===== src/rtl/key_debounce.sv =====
// Seven independent button debouncers producing a level plus one-cycle press/release pulses.
// Defining KEY_REPEAT_EN adds auto-repeat press pulses while a key stays held.
module key_debounce #(
   parameter int DB_CYCLES     = 500000,
   parameter int REPEAT_DELAY  = 25000000,
   parameter int REPEAT_PERIOD = 5000000
) (
   input  logic       clk,
   input  logic       rst,
   input  logic [6:0] keys_raw,
   output logic [6:0] keys_level,
   output logic [6:0] keys_press,
   output logic [6:0] keys_release,
   output logic       key_any
);

   localparam int MAX_AB  = (DB_CYCLES > REPEAT_DELAY) ? DB_CYCLES : REPEAT_DELAY;
   localparam int MAX_CYC = (MAX_AB > REPEAT_PERIOD) ? MAX_AB : REPEAT_PERIOD;
   localparam int CW      = $clog2(MAX_CYC + 1);

   localparam logic [CW-1:0] CNT_ZERO = '0;
   localparam logic [CW-1:0] CNT_ONE  = CW'(1);
   localparam logic [CW-1:0] CNT_MAX  = '1;
   localparam logic [CW-1:0] DB_LAST  = CW'(DB_CYCLES - 1);
   localparam bit            DB_ONE   = (DB_CYCLES <= 1);

   typedef enum logic [1:0] {
      UP      = 2'd0,
      DN_WAIT = 2'd1,
      DOWN    = 2'd2,
      UP_WAIT = 2'd3
   } state_t;

   logic [6:0] press_fire;

   for (genvar i = 0; i < 7; i++) begin : g_key
      logic          sync1;
      logic          sync2;
      state_t        state;
      logic [CW-1:0] cnt;
      logic          db_done;
      logic          accept_press;
      logic          accept_release;
      logic          rpt_fire;
      logic          level_r;
      logic          press_r;
      logic          release_r;

      // Inverting ahead of the synchronizer makes the reset value (0) mean "not pressed",
      // so a key held through reset is seen as a fresh press two cycles later.
      always_ff @(posedge clk or posedge rst) begin
         if (rst) begin
            sync1 <= 1'b0;
            sync2 <= 1'b0;
         end else begin
            sync1 <= ~keys_raw[i];
            sync2 <= sync1;
         end
      end

      assign db_done        = (cnt == DB_LAST);
      assign accept_press   = (state == DN_WAIT && sync2 && db_done) ||
                              (DB_ONE && state == UP && sync2);
      assign accept_release = (state == UP_WAIT && !sync2 && db_done) ||
                              (DB_ONE && state == DOWN && !sync2);

`ifdef KEY_REPEAT_EN
      logic [CW-1:0] rpt_cnt;
      logic          rpt_armed;

      localparam logic [CW-1:0] RD_LAST = CW'(REPEAT_DELAY - 1);
      localparam logic [CW-1:0] RP_LAST = CW'(REPEAT_PERIOD - 1);

      assign rpt_fire = (state == DOWN) && sync2 &&
                        (rpt_armed ? (rpt_cnt == RP_LAST) : (rpt_cnt == RD_LAST));

      // Holding time is measured only while stably DOWN; any exit restarts from the initial delay.
      always_ff @(posedge clk or posedge rst) begin
         if (rst) begin
            rpt_cnt   <= CNT_ZERO;
            rpt_armed <= 1'b0;
         end else if (state != DOWN || !sync2) begin
            rpt_cnt   <= CNT_ZERO;
            rpt_armed <= 1'b0;
         end else if (rpt_fire) begin
            rpt_cnt   <= CNT_ZERO;
            rpt_armed <= 1'b1;
         end else if (rpt_cnt != CNT_MAX) begin
            rpt_cnt   <= rpt_cnt + CNT_ONE;
         end
      end
`else
      assign rpt_fire = 1'b0;
`endif

      assign press_fire[i] = accept_press | rpt_fire;

      // Debounce FSM: a level change is accepted on the edge where the count of
      // consecutive differing samples reaches DB_CYCLES; pulses are registered alongside.
      always_ff @(posedge clk or posedge rst) begin
         if (rst) begin
            state     <= UP;
            cnt       <= CNT_ZERO;
            level_r   <= 1'b0;
            press_r   <= 1'b0;
            release_r <= 1'b0;
         end else begin
            press_r   <= press_fire[i];
            release_r <= accept_release;
            case (state)
               UP: begin
                  if (sync2) begin
                     if (DB_ONE) begin
                        state   <= DOWN;
                        level_r <= 1'b1;
                        cnt     <= CNT_ZERO;
                     end else begin
                        state <= DN_WAIT;
                        cnt   <= CNT_ONE;
                     end
                  end
               end
               DN_WAIT: begin
                  if (!sync2) begin
                     state <= UP;
                     cnt   <= CNT_ZERO;
                  end else if (db_done) begin
                     state   <= DOWN;
                     level_r <= 1'b1;
                     cnt     <= CNT_ZERO;
                  end else if (cnt != CNT_MAX) begin
                     cnt <= cnt + CNT_ONE;
                  end
               end
               DOWN: begin
                  if (!sync2) begin
                     if (DB_ONE) begin
                        state   <= UP;
                        level_r <= 1'b0;
                        cnt     <= CNT_ZERO;
                     end else begin
                        state <= UP_WAIT;
                        cnt   <= CNT_ONE;
                     end
                  end
               end
               UP_WAIT: begin
                  if (sync2) begin
                     state <= DOWN;
                     cnt   <= CNT_ZERO;
                  end else if (db_done) begin
                     state   <= UP;
                     level_r <= 1'b0;
                     cnt     <= CNT_ZERO;
                  end else if (cnt != CNT_MAX) begin
                     cnt <= cnt + CNT_ONE;
                  end
               end
               default: begin
                  state   <= UP;
                  level_r <= 1'b0;
                  cnt     <= CNT_ZERO;
               end
            endcase
         end
      end

      assign keys_level[i]   = level_r;
      assign keys_press[i]   = press_r;
      assign keys_release[i] = release_r;
   end

   // Registered from the same per-key conditions so it lines up with keys_press exactly.
   always_ff @(posedge clk or posedge rst) begin
      if (rst) begin
         key_any <= 1'b0;
      end else begin
         key_any <= |press_fire;
      end
   end

endmodule


===== config.mk =====
export PLATFORM = sky130hd
export DESIGN_NAME = key_debounce
export DESIGN_NICKNAME = d
export VERILOG_FILES = /design/src/rtl/key_debounce.sv
export SDC_FILE = /design/constraint.sdc
export NUM_CORES = 1
export LEC_CHECK = 0
export ABC_AREA = 1
export CAP_MARGIN = 30
export CORE_MARGIN = 3
export CORE_UTILIZATION = 30
export CTS_CLUSTER_DIAMETER = 100
export DETAILED_ROUTE_END_ITERATION = 7
export DONT_BUFFER_PORTS = 1
export GPL_ROUTABILITY_DRIVEN = 0
export PLACE_DENSITY = 0.48
export SETUP_SLACK_MARGIN = 0.1
export SLEW_MARGIN = 20
export SYNTH_ARGS = -nofsm -noshare
export SYNTH_HDL_FRONTEND = slang
export SYNTH_SLANG_ARGS = --single-unit

===== constraint.sdc =====
create_clock -name clk -period 11.3 [get_ports clk]
set_clock_uncertainty 0.05 [all_clocks]
set_input_delay 1.695 -clock clk [delete_from_list [all_inputs] [get_ports clk]]
set_output_delay 1.695 -clock clk [all_outputs]
set_load 0.05 [all_outputs]

==> summary.md, run 1 <==
| Metric | Value |
|---|---|
| CTS buffer count | `28` |
| Number of I/O pins | `31` |
| Reg-to-reg slack, setup | `8.90 ns` |
| Chip height | `227 um` |
| Yosys reg bits | `225` |
| Post-Syn Area | `0.0147 sq mm` |
| Vias in the first global route | `12900` |
| Num rows | `80` |
| F_max | `338 MHz` |
| Yosys cell types | `39` |
| First-pass GRT wire length | `64800 um` |
| CP Data Arrival Time | `1.22 ns` |
| Die area | `0.0516 sq mm` |
| Max-cap violations | `0` |
| Reg-to-Reg End | `g_key[0].cnt[17]` |
| DRC errors left | `0` |
| Setup bufs post-CTS | `0` |
| Largest net degree at the start of global routing | `104` |
| Hpwl dp | `25800 um` |
| Overflow left after global routing | `0` |
| H-tree Lvls | `1` |
| Final period utilization | `0.262` |
| Worst-skew pair later-pin latency | `0.56 ns` |
| Clock slew at reported path FFs | `0.06 ns` |
| DP Worst Slack | `7.98 ns` |
| Worst hold path class | `reg -> reg` |
| Hold Startpoint | `g_key[6].sync1` |
| Hold buffer count at cts | `0` |
| Reg area | `0.00563 sq mm` |
| Initial DRC Count | `831` |
| Post-CTS Resized | `0` |
| Layout Utilization | `0.334` |
| Slew headroom | `0.409` |
| Final Hold Viols | `0` |
| Area Growth Syn to Fin | `9.38%` |
| Required @ worst endpoint | `9.56 ns` |
| RR Startpoint | `g_key[0].cnt[0]` |
| Syn Nets | `2205` |
| Routed Antenna Nets | `0` |
| WHS Path Cells | `0` |
| Tmin final | `2.96 ns` |
| Hold path endpoint | `g_key[6].sync2` |
| Starting Density | `0.305` |
| Syn_area_per_cell | `6.70 sq um` |
| WS Path Type | `reg -> out` |
| RSZ-0062 raised after global routing | `false` |
| Total Wirelength | `37700 um` |
| Crit start category | `register` |
| Setup ws final | `8.34 ns` |
| Seq/Total Area, Yosys | `0.384` |
| Worst Path Max Fanout | `2` |
| Initial antenna violation count | `0` |
| Fillcell total | `5128` |
| WL/cell | `13.5 um` |
| Avg Vias per Cell | `4.88` |
| Vias | `13600` |
| Fin Setup TNS | `0 ns` |
| Root buffer cell | `clkbuf_16` |
| Multi-input logic area | `0.00753 sq mm` |
| Leak | `7.36 nW` |
| Antenna cells | `0` |
| Fin. max-slew vios | `0` |
| Outcome | `complete, no violations` |
| CTS tree | `built` |
| Clock Path Buffers | `3` |
| Endpoints failing setup | `0` |
| Nets | `2172` |
| Cells after Synth | `2189` |
| CP endpoint kind | `output port` |
| Tightest Pin Transition | `0.885 ns` |
| Clock sink count | `225` |
| Detailed Routing Iterations Pass 1 | `5` |
| Total track usage | `0.148` |
| Layout cell share with drive strength beyond 1 | `0.0615` |
| Power per cell area | `144 mW/mm^2` |
| Die X | `227 um` |
| Core ar. | `0.0480 sq mm` |
| Peak supply drop | `118 uV` |
| Ys Warns | `0` |
| Setup crit start | `g_key[1].level_r` |
| R2R depth | `10` |
| Port Buffer Count | `0` |
==> cell usage in the layout (no fill, tap or decap), types with 10 or more instances in the layout <==
cell       instances
nand4_1           95
nand3_1          348
o21ai_1           23
and2_1            11
nor2_1           206
inv_1            265
nand2_1          663
clkbuf_16         29
o21ai_0           60
nand2_2           10
nor2_2            22
nor3_1            43
inv_2             11
dfrtp_1          225
a21oi_1           61
==> state kept, by name, indices dropped and copies added, names as in the netlist, named ones only <==
| register | cells |
|---|---|
| g_key.cnt | 175 |
| g_key.level_r | 7 |
| g_key.press_r | 7 |
| g_key.release_r | 7 |
| g_key.state | 7 |
| g_key.sync1 | 7 |
| g_key.sync2 | 7 |
| key_any | 1 |
==> worst max path at each step <==
| stage | end | slack, ns | cells after the start |
|---|---|---|---|
| floorplan | asynchronous set/reset pin | 3.39 | 1 |
| global placement | g_key[5].cnt[16] | 8.01 | 2 |
| detailed placement | g_key[5].cnt[9] | 7.98 | 2 |
| CTS | keys_level[1] | 8.29 | 0 |
| global route | keys_level[1] | 8.29 | 0 |
| finish | keys_level[1] | 8.34 | 0 |
==> cells in the mapped netlist (all sizes together) <==
| library cell | count | area (sq um) |
|---|---|---|
| nor2 | 238 | 1030 |
| nor4 | 1 | 6.26 |
| a21o | 2 | 15.0 |
| dfrtp | 225 | 5630 |
| nand3 | 362 | 1930 |
| clkinv | 2 | 7.51 |
| o211ai | 10 | 85.1 |
| nand4 | 95 | 594 |
| o21bai | 4 | 30.0 |
| buf | 58 | 418 |
| o22ai | 1 | 6.26 |
| xor2 | 6 | 52.6 |
| nand2 | 674 | 2560 |
| and2 | 11 | 68.8 |
| nor3 | 44 | 225 |
| nand3b | 6 | 45.0 |
| a21oi | 61 | 305 |
| nor3b | 2 | 15.0 |
| inv | 277 | 1040 |
| o21ai | 83 | 415 |
| clkbuf | 13 | 48.8 |
| a21bo | 1 | 10.0 |
| or2 | 4 | 25.0 |
| ha | 7 | 87.6 |
| xnor2 | 2 | 17.5 |
==> routing by layer <==
metal	global-route usage	share of wire
met2	0.240	0.44
met5	0	0
met3	0.0191	0.034
met1	0.212	0.51
met4	0.0310	0.019
==> report_power, final <==
group	internal, mW	leakage [nW]	total [mW]	switching (mW)
clock network	0.565	0.453	0.946	0.381
registers	0.856	3.07	0.924	0.0675
logic	0.114	3.84	0.442	0.329
total	1.54	7.36	2.31	0.777
==> cell type report <==
type                            instances  share of cell area
Inverter                              279              0.0657
Tap cell                              615              0.0480
Multi-Input combinational cell       1614               0.469
Sequential cell                       225               0.351
Clock buffer                           36              0.0494
Clock inverter                         16              0.0116
Timing Repair Buffer                    8             0.00546
==> through the flow <==
step | cells | total power [mW] | hold slack [ns] | instance area [sq um]
after detailed placement | 2740 | 1.39 | 0.285 | 15000
final | 2793 | 2.31 | 0.297 | 16000
after floorplan | 2189 | 1.25 | 0.281 | 14700
after global placement | 2739 | 1.37 | 0.284 | 15000
after global routing | 2793 | 2.46 | 0.307 | 16000
after CTS | 2792 | 2.36 | 0.299 | 16000
==> worst reg2reg max path: stages (launching register included) <==
cell	delay [ns]
dfrtp_1	0.44
ha_1	0.22
nand3_1	0.17
inv_1	0.17
nand2_2	0.10
nor2_4	0.19
nand3_2	0.52
nand3_1	0.24
nand2_1	0.07
nand3_1	0.07
nand2_1	0.06
==> cell families (layout without fill, tap and decap cells) <==
kind of cell             count (synthesis)  after routing  share of synthesized area
AND/OR/NAND/NOR                       1437           1437                      0.443
buffers and inverters                  350            339                      0.103
flip-flops                             225            225                      0.384
AO/OA/AOI/OAI                          162            162                     0.0591
XOR/XNOR                                 8              8                    0.00478
adder cells (fa/ha/maj)                  7              7                    0.00597
No activity file was read; power rests on OpenSTA's default activity.
==> run 2, diff against run 1 <==
clock period = 2.8 ns   (was 11.3 ns; I/O delays follow)
==> run 2 against run 1 <==
  * Worst setup slack worse by 7.9 ns
  * Critical endpoint is now g_key[4].cnt[20]
  * Clock power rose to 4.5 times the previous value
  * Sequential power increased to 4.0 times the previous value
  * Die area did not move
  * Via count hardly changed
  * Clock-buffer cell count grew 2
  * Cell count grew 0.64%
  * Global-route usage down 0.15 points
  * Critical path depth rose by 8
  * Combinational power increased to 4.2 times the previous value
  * Sequential cell count unchanged
  * First-iteration DRC count up 29%
==> summary.md, run 2 (synthesis results as in run 1) <==
| Metric | Value |
|---|---|
| Avg Vias per Cell | `4.85` |
| Vias | `13600` |
| Total track usage | `0.147` |
| Detailed Routing Iterations Pass 1 | `5` |
| Initial DRC Count | `1072` |
| DP Worst Slack | `0.434 ns` |
| Leak | `7.53 nW` |
| Hold buffer count at cts | `8` |
| Die area | `0.0516 sq mm` |
| WS Path Type | `reg -> reg` |
| Reg-to-reg slack, setup | `0.41 ns` |
| Fillcell total | `5112` |
| Largest net degree at the start of global routing | `84` |
| Worst-skew pair later-pin latency | `0.57 ns` |
| Setup ws final | `0.405 ns` |
| Number of I/O pins | `31` |
| Initial antenna violation count | `0` |
| Final Hold Viols | `0` |
| Clock slew at reported path FFs | `0.06 ns` |
| Num rows | `80` |
| CP top delay family | `simple AND/OR/NAND/NOR gates` |
| Hold path endpoint | `g_key[1].sync2` |
| F_max | `418 MHz` |
| First-pass GRT wire length | `64100 um` |
| Final period utilization | `0.855` |
| Fin. max-slew vios | `0` |
| Clock Path Buffers | `3` |
| WHS Path Cells | `0` |
| Setup bufs post-CTS | `0` |
| Vias in the first global route | `12700` |
| Area Growth Syn to Fin | `11.3%` |
| Worst hold path class | `reg -> reg` |
| R2R depth | `8` |
| Commonest non-fill, non-tap cell in the layout | `nand2_1` |
| Routed Antenna Nets | `0` |
| Core ar. | `0.0480 sq mm` |
| Peak supply drop | `436 uV` |
| Tightest Pin Transition | `0.754 ns` |
| RR Startpoint | `g_key[4].sync2` |
| Max-cap violations | `0` |
| Max stage delay cell, worst path | `dfrtp_1` |
| Antenna cells | `0` |
| Commonest cells after routing, fill and taps aside | `nand2_1 (663), nand3_1 (348), inv_1 (265), dfrtp_1 (225), nor2_1 (206)` |
| Layout cell share with drive strength beyond 1 | `0.0665` |
| Clock sink count | `225` |
| Worst Path Max Fanout | `12` |
| Root buffer cell | `clkbuf_16` |
| Slew headroom | `0.496` |
| CTS tree | `built` |
| Cell breakdown of the critical path | `inv_2, nand2_1, nand3_2, clkinv_1, nor2_1, nand3b_1, o21ai_1, nor2_1` |
| Tmin final | `2.39 ns` |
| Die X | `227 um` |
| Buf+Inv Stages, Crit Path | `2` |
| Required @ worst endpoint | `3.20 ns` |
| Overflow left after global routing | `0` |
| CTS buffer count | `30` |
| Total Wirelength | `37400 um` |
| Max reg flops | `175` |
| RSZ-0062 raised after global routing | `false` |
| Reg-to-Reg End | `g_key[4].cnt[20]` |
| Reg with most FFs | `g_key.cnt` |
| DRC errors left | `0` |
| Crit path largest cell delay | `0.54 ns` |
| Chip height | `227 um` |
| Hpwl dp | `26300 um` |
| Starting Density | `0.305` |
| Crit start category | `register` |
| WL/cell | `13.3 um` |
| Nets | `2190` |
| Power per cell area | `601 mW/mm^2` |
| Outcome | `complete, no violations` |
| CP Data Arrival Time | `2.79 ns` |
| Hold Slack | `0.296 ns` |
| H-tree Lvls | `1` |
| Port Buffer Count | `0` |
| Hold Startpoint | `g_key[1].sync1` |
| Post-CTS Resized | `0` |
| Endpoints failing setup | `0` |
| Most used cell, CP | `nor2_1` |
| CP endpoint kind | `register` |
run 2: through the flow:
step,power (mW),setup TNS (ns),util,area [sq um],std cells
after floorplan,5.05,-136.80,-,14700,2189
after global placement,5.62,0,0.315,15100,2748
after detailed placement,5.66,0,0.315,15200,2749
after CTS,10.0,0,0.340,16300,2811
after global routing,10.4,0,0.340,16300,2811
final,9.82,0,0.340,16300,2811
run 2: area by class of cell:
class / count / area (sq um) / area share
Multi-Input combinational cell: 1614 / 7530 / 0.461
Sequential cell: 225 / 5630 / 0.345
Inverter: 279 / 1050 / 0.0643
Clock buffer: 38 / 862 / 0.0528
Tap cell: 615 / 769 / 0.0471
Timing Repair Buffer: 24 / 258 / 0.0158
Clock inverter: 16 / 236 / 0.0145
run 2: metal layers:
| layer | vias up | global-route usage | part of all wire |
|---|---|---|---|
| li1 | 7075 | - | - |
| met1 | 6315 | 0.214 | 0.51 |
| met2 | 185 | 0.233 | 0.44 |
| met3 | 46 | 0.0214 | 0.036 |
| met4 | 0 | 0.0275 | 0.017 |
| met5 | - | 0 | 0 |
run 2: worst max path at each step:
stage,endpoint,from,cells after the start,slack [ns]
2_1_floorplan,asynchronous set/reset pin,rst,1,-0.61
6_report,g_key[4].cnt[20],g_key[4].sync2,8,0.41
4_1_cts,g_key[5].cnt[19],g_key[5].cnt[0],8,0.42
5_1_grt,g_key[0].cnt[11],g_key[0].cnt[0],10,0.14
3_3_place_gp,register,g_key[3].cnt[0],9,0.44
3_5_place_dp,g_key[5].cnt[7],g_key[5].cnt[0],8,0.43
run 2: report_power, final:
part	switching [mW]	total, mW	internal, mW	leakage (nW)
Sequential	0.273	3.73	3.46	3.07
Combinational	1.33	1.85	0.523	3.92
Clock	1.53	4.24	2.71	0.547
==> run 3, diff against run 2 <==
CAP_MARGIN = not set   (was 30)
CORE_UTILIZATION = 65   (was 30)
PLACE_DENSITY = 0.85   (was 0.48)
REMOVE_ABC_BUFFERS = 1   (was not set)
==> run 3 against run 2 <==
  * Global-route usage increased by 14 points
  * Critical path depth increased by 2
  * Routed wire length decreased by 7.3%
  * Non-clock buffer count decreased by 6
  * Total power decreased by 9.0%
  * Critical path type unchanged
  * Highest routed layer unchanged
==> summary.md, run 3 (synthesis results as in run 1) <==
| Metric | Value |
|---|---|
| First-pass GRT wire length | `59400 um` |
| Avg Vias per Cell | `5.81` |
| Fin. max-slew vios | `0` |
| Overflow left after global routing | `0` |
| Multi-input logic area | `0.00753 sq mm` |
| Final Cell Area | `0.0156 sq mm` |
| Number of I/O pins | `31` |
| Metal-1 WL | `15200 um` |
| Power per cell area | `572 mW/mm^2` |
| Num rows | `54` |
| Hpwl dp | `23900 um` |
| Total length of routed met3 wires | `1930 um` |
| CP Data Arrival Time | `2.70 ns` |
| Max-cap violations | `0` |
| Post-CTS Resized | `0` |
| Clock sink count | `225` |
| Antenna cells | `0` |
| Initial DRC Count | `1290` |
| Area Growth Syn to Fin | `6.42%` |
| Worst hold path class | `reg -> reg` |
| Placed cell area | `0.0147 sq mm` |
| Clock slew at reported path FFs | `0.06 ns` |
| Clock power frac | `0.384` |
| Core ar. | `0.0220 sq mm` |
| Nets | `2179` |
| Net Switching | `2.92 mW` |
| Vias in the first global route | `13000` |
| DRC errors left | `0` |
| Met2 routed wirelength | `16800 um` |
| Comb power frac | `0.199` |
| Top routing layer in use | `met4` |
| Tmin final | `2.34 ns` |
| Fillcell total | `1773` |
| Leak | `7.37 nW` |
| Sw Ratio | `0.326` |
| Clock Path Buffers | `3` |
| Commonest non-fill, non-tap cell in the layout | `nand2_1` |
| Pwr Total | `8.94 mW` |
| Final period utilization | `0.835` |
| RR Startpoint | `g_key[0].cnt[0]` |
| CP endpoint kind | `register` |
| CTS buffer count | `25` |
| Die area | `0.0244 sq mm` |
| Commonest cells after routing, fill and taps aside | `nand2_1 (663), nand3_1 (348), inv_1 (265), dfrtp_1 (225), nor2_1 (206)` |
| Total track usage | `0.283` |
| Hold Slack | `0.300 ns` |
| Die X | `156 um` |
| Starting Density | `0.666` |
| CTS tree | `built` |
| Chip height | `156 um` |
| Hold Startpoint | `g_key[4].sync1` |
| Routed Antenna Nets | `0` |
| Port Buffer Count | `0` |
| Seq pwr share | `0.417` |
| Detailed Routing Iterations Pass 1 | `6` |
| Reg with most FFs | `g_key.cnt` |
| Endpoints failing setup | `0` |
| Crit start category | `register` |
| Layout cell share with drive strength beyond 1 | `0.0596` |
| Peak supply drop | `649 uV` |
| RSZ-0062 raised after global routing | `false` |
| Tightest Pin Transition | `1.04 ns` |
| Root buffer cell | `clkbuf_16` |
| Outcome | `complete, no violations` |
| Reg area | `0.00563 sq mm` |
| Setup bufs post-CTS | `0` |
| WL/cell | `14.1 um` |
| Total Wirelength | `34700 um` |
| Vias | `14300` |
| Final Hold Viols | `0` |
| WS Path Type | `reg -> reg` |
| Max reg flops | `175` |
| Largest net degree at the start of global routing | `73` |
| Slew headroom | `0.308` |
| Required @ worst endpoint | `3.16 ns` |
| Initial antenna violation count | `0` |
| Internal cell power | `6.02 mW` |
| Worst-skew pair later-pin latency | `0.52 ns` |
| H-tree Lvls | `1` |
| Setup crit start | `g_key[0].cnt[0]` |
| F_max | `428 MHz` |
| Worst Path Max Fanout | `32` |
-- run 3: power by group through the flow --
stage	Clock, mW	Combinational [mW]	Sequential, mW
finish	3.43	1.78	3.72
global route	3.63	2.02	3.76
CTS	3.49	1.78	3.72
detailed placement	0	1.76	3.77
global placement	0	1.69	3.76
floorplan	0	1.24	3.71
-- run 3: stage by stage --
stage	worst slack, ns	std cells	utilization	TNS, ns
finish	0.462	2461	0.709	0
global route	0.255	2461	0.709	0
CTS	0.503	2461	0.709	0
detailed placement	0.507	2408	0.666	0
global placement	0.572	2408	0.666	0
floorplan	-3.83	2118	-	-862.38
-- run 3: path summary, 6_finish.rpt --
check                      slack [ns]                         end  depth (start not counted)
max                              0.46             g_key[0].cnt[6]                         10
min                              0.30              g_key[4].sync2                          0
max reg2reg                      0.46             g_key[0].cnt[6]                         10
min reg2reg                      0.30              g_key[4].sync2                          0
max in group asynchronous        1.45  asynchronous set/reset pin                          3
min in group asynchronous        0.43            g_key[2].press_r                          2
-- run 3: area by class of cell --
class,count,share of cell area
tap,280,0.0224
inverter,279,0.0676
multi-input combinational,1614,0.482
clock inverter,11,0.00906
sequential,225,0.361
timing repair buffer,18,0.0115
clock buffer,34,0.0467
-- run 3: layer usage --
layer	track usage	vias up
met5	0	-
met4	0.0784	0
met3	0.0373	72
met2	0.485	468
met1	0.381	6689
li1	-	7071
-- run 3: critical path, stage by stage, from the launching register on --
cell,delay (ns)
dfrtp_1,0.43
ha_1,0.21
nand3_1,0.17
inv_1,0.16
nand2_2,0.10
nor2_4,0.16
nand3_2,0.51
nand2_1,0.23
nand2_1,0.07
nand3_1,0.08
nand2_1,0.05
-- run 3: what timing repair did --
item | 4_1_cts | 5_1_grt
endpoints found under the setup margin | 0 | 0
hold buffers | 8 | 0
hold endpoints to repair | 76 | 0
==> patch 1 (settings of run 3) <==
Re-encode `state_t` (4 states) as one-hot, 4 bits wide.
--- a/src/rtl/key_debounce.sv
+++ b/src/rtl/key_debounce.sv
@@ -25,9 +25,9 @@
    localparam bit            DB_ONE   = (DB_CYCLES <= 1);
 
-   typedef enum logic [1:0] {
-      UP      = 2'd0,
-      DN_WAIT = 2'd1,
-      DOWN    = 2'd2,
-      UP_WAIT = 2'd3
+   typedef enum logic [3:0] {
+      UP      = 4'b0001,
+      DN_WAIT = 4'b0010,
+      DOWN    = 4'b0100,
+      UP_WAIT = 4'b1000
    } state_t;
 
Function: no difference found for any inputs over 4 cycles, from zero or initial values and one cycle with rst high; so few cycles prove little.
==> patch 1 against run 3 <==
Global-route usage up 2.1 points. Clock power grew 17%. Synthesized area is 8.4% higher. Setup slack worse by 0.062 ns. Cell area is 10% higher. Power is 21% higher. Largest power group unchanged. Sequential share of layout area fell by 1.2 points. Highest routed layer is now met5. Wire length up 15%. Utilization is 1.4 points higher. Sequential cell count increased by 14.
==> patch 1: results <==
export IMPL_wl_per_cell_um=14.7
export IMPL_first_pass_iters=6
export IMPL_grt_pass1_wl_um=68300
export IMPL_maxSlewHeadroom_pct=44.3
export IMPL_hold_path_startpoint="g_key[6].sync1$_DFF_PP0_"
export IMPL_clk_latency_ns=0.55
export IMPL_first_iter_violations=1727
export IMPL_synthXorXnorAreaFrac_pct=0.881
export IMPL_regToRegSetupSlack_ns=0.40
export IMPL_h_tree_depth=1
export IMPL_antenna_found_initial=1
export IMPL_ys_warn_count=0
export IMPL_grt_pass1_vias=14900
export IMPL_dp_hpwl_um=28900
export IMPL_grtUsageTotal_pct=30.3
export IMPL_crit_path_max_incr_delay_ns=0.40
export IMPL_diodes=0
export IMPL_r2r_start="g_key[4].cnt[0]$_DFFE_PP0P_"
export IMPL_outcome="finished clean"
export IMPL_ys_top_cells_by_count="nand2_1, nor2_1, nand3_1"
export IMPL_ys_top_cells_by_area="dfrtp_1, nand2_1, nand3_1"
export IMPL_critPathMaxFanout=13
export IMPL_fillerInstances=1912
export IMPL_setup_worst_path_end="g_key[4].state[2]$_DFFE_PP0P_"
export IMPL_post_dp_cell_area_sq_um=16100
export IMPL_grt_max_degree=70
export IMPL_vias=16000
export IMPL_vdd_drop_max_uv=590
export IMPL_yosysSeqAreaShare_pct=37.7
export IMPL_cp_slowest_cell="dfrtp_1"
export IMPL_wirelength_um=40000
export IMPL_p_leak_uw=0.00729
export IMPL_drive_gt1_share_pct=6.18
export IMPL_synthCells=2405
export IMPL_min_to="g_key[6].sync2$_DFF_PP0_"
export IMPL_synth_distinct_cells=37
export IMPL_cts_buffers=28
export IMPL_top_regs="g_key.cnt (175), g_key.state (28)"
export IMPL_synth_area_mux_share_pct=0
export IMPL_rr_worst_depth=9
export IMPL_synth_fa_ha_area_share_pct=0.551
export IMPL_synth_compound_area_share_pct=6.40
export IMPL_critical_path_arrival_ns=2.80
-- patch 1: power by group --
part / internal, uW / leakage, uW / switching (uW)
Sequential: 3780 / 0.00325 / 334
Combinational: 716 / 0.00354 / 1930
Clock: 2530 / 0.000499 / 1500
Total: 7020 / 0.00729 / 3770
-- patch 1: cell type report --
| type | count | area (sq um) | area share, % |
|---|---|---|---|
| repair buffers | 28 | 255 | 1.49 |
| clock inverters | 18 | 262 | 1.52 |
| multi-input cells | 1805 | 8410 | 49.0 |
| flip-flops and latches | 239 | 5990 | 34.9 |
| well taps | 319 | 399 | 2.32 |
| inverters | 288 | 1090 | 6.34 |
| clock buffers | 34 | 774 | 4.51 |
-- patch 1: timing repair --
item | CTS | global route
hold endpoints to repair | 65 | 0
endpoints found under the setup margin | 0 | 9
hold buffers | 8 | 0
gates resized for setup | 0 | 1
-- patch 1: metrics by stage --
stage | power [uW] | setup WS [ns] | hold WS (ns)
after floorplan | 5910 | -4.22 | 0.281
after global placement | 6620 | 0.416 | 0.282
after detailed placement | 6730 | 0.266 | 0.285
after CTS | 10800 | 0.295 | 0.289
after global routing | 11300 | 0.244 | 0.293
final | 10800 | 0.400 | 0.284
-- patch 1: worst reg2reg max path, delay by kind of cell, from the launching register on --
kind | cells | cell delay [ns]
and+or+nand+nor | 5 | 1.12
DFF | 1 | 0.40
AOI/OAI and AO/OA | 1 | 0.31
adders and majority gates | 1 | 0.24
buffers and inverters | 2 | 0.19
-- patch 1: routing by layer --
layer / part of all wire (%) / routed length (um) / GRT usage, %
met5: 0.022 / 9 / 0
met4: 3.3 / 1330 / 10.5
met3: 8.4 / 3370 / 4.09
met2: 46 / 18400 / 49.8
met1: 42 / 16900 / 41.7
==> patch 2 (settings of run 3) <==
Made on the original files. Change the parameter `REPEAT_DELAY` from 25000000 to 6250000.
--- a/src/rtl/key_debounce.sv
+++ b/src/rtl/key_debounce.sv
@@ -3,5 +3,5 @@
 module key_debounce #(
    parameter int DB_CYCLES     = 500000,
-   parameter int REPEAT_DELAY  = 25000000,
+   parameter int REPEAT_DELAY  = 6250000,
    parameter int REPEAT_PERIOD = 5000000
 ) (
Function: same outputs for any inputs over 4 cycles, from zero or initial values and one cycle with rst high; that may be too few to reach the edited logic, so the function may still have changed.
==> patch 2 against run 3 <==
Hold slack worse by 0.0014 ns. Combinational power grew 18%. Sequential cell count is 14 lower. Synthesized cell count fell by 6.3%. Cell area down 4.7%. Power grew 2.3%. Setup slack got worse by 0.063 ns. Synthesized area shrank 5.2%. Wire length is 5.6% lower.
==> patch 2: results <==
export IMPL_nWellTaps=270
export IMPL_ys_top_cells_by_area="dfrtp_1, nand2_1, nand3_1"
export IMPL_grt_pass1_wl_um=56800
export IMPL_worst_pin_slew_ns=0.733
export IMPL_globalRouteMet1Util_pct=38.1
export IMPL_nets=2051
export IMPL_vias=13500
export IMPL_synth_fa_ha_area_share_pct=0.630
export IMPL_dp_cells=2271
export IMPL_multi_input_area_sq_um=7290
export IMPL_met3_length_um=2170
export IMPL_met1_length_um=14300
export IMPL_outcome="finished clean"
export IMPL_synthXorXnorAreaFrac_pct=0.504
export IMPL_vdd_drop_max_uv=731
export IMPL_num_nonclk_inverters=248
export IMPL_synth_seq_cells=211
export IMPL_largest_register_ffs=161
export IMPL_regToRegSetupSlack_ns=0.40
export IMPL_post_dp_cell_area_sq_um=13900
export IMPL_p_leak_uw=0.00662
export IMPL_crit_path_max_incr_delay_ns=0.47
export IMPL_ys_top_cells_by_count="nand2_1, nand3_1, inv_1"
export IMPL_hold_worst_slack_ns=0.299
export IMPL_grt_max_degree=86
export IMPL_buffers=15
export IMPL_cp_slowest_cell="nand2_1"
export IMPL_route_met2_wl_um=15600
export IMPL_dp_hpwl_um=23400
export IMPL_fillerInstances=1651
export IMPL_critical_path_arrival_ns=2.77
export IMPL_n_clock_buffer=32
export IMPL_critPathMaxFanout=20
export IMPL_area_delta_synth_final_pct=6.99
[patch 2: cell count changes after synthesis, moves of 9 or more]
| cell | before | now |
|---|---|---|
| o21ai_0 | 60 | 72 |
| nand3_2 | 8 | 17 |
| a21oi_2 | 0 | 9 |
| nand3_1 | 348 | 294 |
| nor2_2 | 22 | 32 |
| and2_1 | 11 | 1 |
| nand2_1 | 663 | 600 |
| nand4_1 | 95 | 69 |
| dfrtp_1 | 225 | 211 |
| inv_2 | 11 | 24 |
| nor3_1 | 43 | 34 |
| inv_1 | 266 | 222 |
| nand2_2 | 10 | 23 |
[patch 2: where the power goes]
part	internal, uW	switching (uW)
registers	3270	295
logic	512	1590
clock network	2200	1290
[patch 2: metrics by stage]
step,setup TNS [ns],setup slack (ns)
3_5_place_dp,0,0.496
4_1_cts,0,0.441
6_report,0,0.399
3_3_place_gp,0,0.570
2_1_floorplan,-724.97,-3.44
5_1_grt,0,0.235
